$ cat config.mk
export PLATFORM = sky130hd
export DESIGN_NAME = serial_rca_ctrl
export DESIGN_NICKNAME = d
export VERILOG_FILES = /design/src/rtl/serial_rca_ctrl.sv
export SDC_FILE = /design/constraint.sdc
export NUM_CORES = 1
export LEC_CHECK = 0
export CAP_MARGIN = 10
export CORE_MARGIN = 1
export CORE_UTILIZATION = 45
export DETAILED_ROUTE_END_ITERATION = 10
export PLACE_DENSITY_LB_ADDON = 0.2
export SYNTH_ARGS = -nofsm -noshare
export SYNTH_HDL_FRONTEND = slang
export SYNTH_SLANG_ARGS = --single-unit
export TNS_END_PERCENT = 5
$ cat constraint.sdc
create_clock -name Clk -period 1.75 [get_ports Clk]
set_clock_uncertainty 0.2 [all_clocks]
set_input_delay 0.4375 -clock Clk [delete_from_list [all_inputs] [get_ports Clk]]
set_output_delay 0.4375 -clock Clk [all_outputs]
set_load 0.1 [all_outputs]
$ cat src/rtl/serial_rca_ctrl.sv
// Multi-cycle WIDTH-bit adder: one 2-bit ripple-carry slice reused WIDTH/2 times with a registered carry.
// Optional subtract mode is compiled in with `define ADDSUB_EN (adds the Sub port).
module serial_rca_ctrl #(
  parameter int WIDTH = 8
) (
  input  logic             Clk,
  input  logic             Reset,
  input  logic             Start,
  input  logic             Cin,
  input  logic [WIDTH-1:0] A,
  input  logic [WIDTH-1:0] B,
`ifdef ADDSUB_EN
  input  logic             Sub,
`endif
  output logic             Busy,
  output logic             Done,
  output logic [WIDTH-1:0] Sum,
  output logic             Cout,
  output logic             Ovf
);

  localparam int PASSES = WIDTH / 2;
  localparam int STEP_W = (PASSES > 1) ? $clog2(PASSES) : 1;
  localparam logic [STEP_W-1:0] LAST_STEP = STEP_W'(PASSES - 1);

  typedef enum logic [1:0] {
    S_IDLE,
    S_RUN,
    S_DONE
  } state_t;

  state_t r_state;
  state_t w_next_state;

  logic [WIDTH-1:0]  r_a;
  logic [WIDTH-1:0]  r_b;
  logic              r_carry;
  logic [STEP_W-1:0] r_step;
  logic [WIDTH-1:0]  r_part;
  logic [WIDTH-1:0]  r_sum;
  logic              r_cout;
  logic              r_ovf;

  logic             w_accept;
  logic             w_last_step;
  logic [WIDTH-1:0] w_b_in;
  logic             w_cin_in;
  logic             w_s0;
  logic             w_s1;
  logic             w_c1;
  logic             w_c2;
  logic [WIDTH-1:0] w_sum_final;

`ifdef ADDSUB_EN
  // Subtraction is A + ~B + 1, so inversion and forced carry happen once at latch time.
  assign w_b_in   = Sub ? ~B : B;
  assign w_cin_in = Sub ? 1'b1 : Cin;
`else
  assign w_b_in   = B;
  assign w_cin_in = Cin;
`endif

  assign w_accept    = Start && (r_state != S_RUN);
  assign w_last_step = (r_step == LAST_STEP);

  // The 2-bit ripple slice; w_c1 is the inter-bit carry, which on the last pass feeds the MSB.
  assign w_s0 = r_a[0] ^ r_b[0] ^ r_carry;
  assign w_c1 = (r_a[0] & r_b[0]) | (r_carry & (r_a[0] ^ r_b[0]));
  assign w_s1 = r_a[1] ^ r_b[1] ^ w_c1;
  assign w_c2 = (r_a[1] & r_b[1]) | (w_c1 & (r_a[1] ^ r_b[1]));

  always_comb begin
    w_sum_final = r_part;
    w_sum_final[WIDTH-1 -: 2] = {w_s1, w_s0};
  end

  // NOTE: sequential state uses non-blocking assignments so every register samples pre-edge values.
  always_ff @(posedge Clk or posedge Reset) begin
    if (Reset) begin
      r_state <= S_IDLE;
    end else begin
      r_state <= w_next_state;
    end
  end

  // NOTE: default assignment first keeps this combinational block from inferring a latch.
  always_comb begin
    w_next_state = r_state;
    case (r_state)
      S_IDLE:  if (Start) w_next_state = S_RUN;
      S_RUN:   if (w_last_step) w_next_state = S_DONE;
      S_DONE:  w_next_state = Start ? S_RUN : S_IDLE;
      default: w_next_state = S_IDLE;
    endcase
  end

  always_comb begin
    Busy = 1'b0;
    Done = 1'b0;
    case (r_state)
      S_RUN:   Busy = 1'b1;
      S_DONE:  Done = 1'b1;
      default: ;
    endcase
  end

  always_ff @(posedge Clk or posedge Reset) begin
    if (Reset) begin
      r_a     <= '0;
      r_b     <= '0;
      r_carry <= 1'b0;
      r_step  <= '0;
      r_part  <= '0;
      r_sum   <= '0;
      r_cout  <= 1'b0;
      r_ovf   <= 1'b0;
    end else if (w_accept) begin
      r_a     <= A;
      r_b     <= w_b_in;
      r_carry <= w_cin_in;
      r_step  <= '0;
      r_part  <= '0;
    end else if (r_state == S_RUN) begin
      r_a     <= r_a >> 2;
      r_b     <= r_b >> 2;
      r_carry <= w_c2;
      r_step  <= r_step + 1'b1;
      r_part[{r_step, 1'b0} +: 2] <= {w_s1, w_s0};
      if (w_last_step) begin
        r_sum  <= w_sum_final;
        r_cout <= w_c2;
        r_ovf  <= w_c1 ^ w_c2;
      end
    end
  end

  assign Sum  = r_sum;
  assign Cout = r_cout;
  assign Ovf  = r_ovf;

endmodule
==> metrics.txt <==
total power density per cell area 2017 nW/µm²; startpoint class of the critical path flip-flop; Required @ worst endpoint 1720 ps; final RePlAce weighted congestion 0.8188; initial core utilization 0.4892; CTS Root Buffer Type clkbuf_8; post-synth top area cell dfrtp_1; yosys synthesis warning count 0; count of state elements after synthesis 37; capturing point of the worst reg2reg path Sum[7]$_DFFE_PP0P_; synth top area cells dfrtp_1, mux2i_1, mux2_2; Netlist cell types 26; Max rail drop VDD 1442 µV; total gr overflow 0; outcome complete, but fails checks; top cells by instance count after synthesis dfrtp_1, mux2i_1, nand2_1; die area 4020 µm²; antenna diode count 0; critical path fanouts, max 4; global-route wire length before repair 5.264 mm; termination of the worst setup path Sum[7]$_DFFE_PP0P_; final slew viol count 0; Die Y-Extent 63.40 µm; launching instance or port of the critical path r_a[0]$_DFFE_PP0P_; Pleak 1.119 nW; routed length per instance 13.56 µm; number of global-route vias before repair 1143; final critical path time including I/O delays and setup 1847 ps; FFs w/ async S/R, synth 1.000; critical-path cell with the highest stage delay fa_2; post-route worst setup slack -96.62 ps; number of placement rows 21; pin count of the biggest net entering global routing 38; post-route total power 0.004722 W; Max Clk Rate 541.5 MHz; EDFF count, synth 0; total half-perimeter wirelength after legalization and detailed placement 2.297 mm; max cap viols 0; reg-to-reg startpoint r_a[0]$_DFFE_PP0P_; mean post-synth cell area 12.29 µm²; Clk pin slew, worst setup/hold paths 70 ps; Final setup viols 7; number of buffers created by CTS 5; detailed-route DRC error count 0; CP endpoint kind flip-flop; internal reg-to-reg setup slack -100 ps; Syn Nets 164; register area share after synthesis 0.5457; crit path DAT 1820 ps; list of cells traversed by the critical path fa_2 > fa_2 > mux2_2; violated checks setup timing; Die Span X 63.40 µm; worst slew slack as a fraction of its limit 0.8370; worst-margin pin slew 237.7 ps; count of routing violations after the opening detailed-route iteration 40; mean number of vias per cell 5.085; Core Region 3468 µm²; clk buf depth 2; cell area after technology mapping 1697 µm²; clock latency of the later-clocked register in the worst-skew pair 280 ps; area share of the largest cell type after synthesis 0.5457; path type of the worst setup path flip-flop to flip-flop; number of nets with antenna violations after detailed routing 0; global router's overall resource usage 0.1745; setup repair after global routing missed its margin true; Inst Count DP 215; # clock sinks 37; path depth of the worst reg2reg path 3; cell with the most instances after synthesis dfrtp_1; path type of the worst min-delay path flip-flop to flip-flop; post-detailed-routing wire length 3.037 mm; fraction of layout cells with a size suffix above 1 0.2528; worst hold margin 285.2 ps; layout-stage area growth over the synthesis result 37.98%; final layout net count 203; final cell count without fillers 224; detailed-routing iteration count for the pre-antenna-repair pass 4; antenna violations before repair 0; fill cell total of the finished layout 264; clock tree from TritonCTS built; vias 1139; gate count after technology mapping 138; Primary FF master, synth dfrtp_1; Hold Fails Final Rpt 0; final cycle utilization of the critical path 1.055; largest incremental delay on the critical path 460 ps; count of buffers from port buffering 31; number of ports placed on the die boundary 32; cell mode on critical path fa_2; H-tree depth reported by CTS 2
## cell usage in the layout, fill, tap and decap left out, drive strengths merged, types with 2 or more instances in the layout
cell type	count
dfrtp	37
buf	21
mux2i	20
clkdlybuf4s50	19
nand2	15
o21ai	14
mux2	9
clkbuf	7
nor2	6
a22o	6
inv	6
ha	4
fa	2
## sequential cells by signal, indices dropped and copies added, names as in the netlist
name,flops
r_a,8
r_state,2
r_carry,1
r_part,6
Ovf,1
r_b,8
Cout,1
Sum,8
r_step,2
## final cells by class
class,count,area (µm²),area share
clock inverter,1,30.03,0.01283
clock buffer,7,86.33,0.03688
timing repair buffer,40,510.5,0.2181
sequential,37,928.4,0.3966
inverter,6,25.02,0.01069
multi-input combinational,87,703.2,0.3004
tap,46,57.56,0.02459
## how the worst min path moves through the flow
stage / endpoint / start / slack [ps] / cells past startpoint
after global routing: r_b[3]$_DFFE_PP0P_ / r_b[5]$_DFFE_PP0P_ / 310 / 2
after global placement: r_b[3]$_DFFE_PP0P_ / r_b[5]$_DFFE_PP0P_ / 260 / 2
after detailed placement: r_b[5]$_DFFE_PP0P_ / r_b[7]$_DFFE_PP0P_ / 270 / 2
after floorplan: r_a[0]$_DFFE_PP0P_ / r_a[2]$_DFFE_PP0P_ / 250 / 2
final: r_b[5]$_DFFE_PP0P_ / r_b[7]$_DFFE_PP0P_ / 290 / 2
after CTS: r_b[5]$_DFFE_PP0P_ / r_b[7]$_DFFE_PP0P_ / 290 / 2
## per-stage QoR
stage               TNS [ps]  utilization  worst slack (ps)  instance area (µm²)
finish                -201.2       0.6750            -96.62                 2341
global route          -549.2       0.6750            -141.6                 2341
global placement       -1692       0.6342            -116.3                 2200
floorplan             -361.1            -            -107.2                 1702
CTS                   -333.3       0.6706            -113.5                 2326
detailed placement     -2476       0.6342            -175.1                 2200
## report_power, final
group	switching, W	leakage [nW]	total [W]	internal (W)
sequential	0.000284	0.482	0.00148	0.00119
combinational	0.00148	0.579	0.00250	0.00103
clock	0.000277	0.0585	0.000742	0.000464
total	0.00204	1.12	0.00472	0.00268
## routing by layer
| metal | track usage | vias up | part of all wire |
|---|---|---|---|
| met4 | 0.06818 | 0 | 0.015 |
| met2 | 0.2899 | 27 | 0.51 |
| li1 | - | 552 | - |
| met5 | 0 | - | 0 |
| met1 | 0.2098 | 554 | 0.44 |
| met3 | 0.05435 | 6 | 0.041 |
## cells by family after synthesis
group,after synthesis,share of synthesized area
compound gates,23,0.08482
buf+inv,14,0.05163
simple gates,28,0.08186
fa+ha+maj,6,0.05310
mux,29,0.1777
xor+xnor,1,0.005163
flops,37,0.5457
## critical path, delay by kind of cell, from the launching register on
kind | cells | cell delay, ps
DFF | 1 | 410
muxes | 1 | 270
adders and majority gates | 2 | 870
## timing repair
| item | in CTS | in global routing |
|---|---|---|
| resized for setup | 2 | 3 |
| pin swaps | 1 | 1 |
| hold buffers | 0 | 0 |
| buffers inserted | 0 | 1 |
| endpoints found under the setup margin | 7 | 14 |
(Power assumes the default switching activity.)
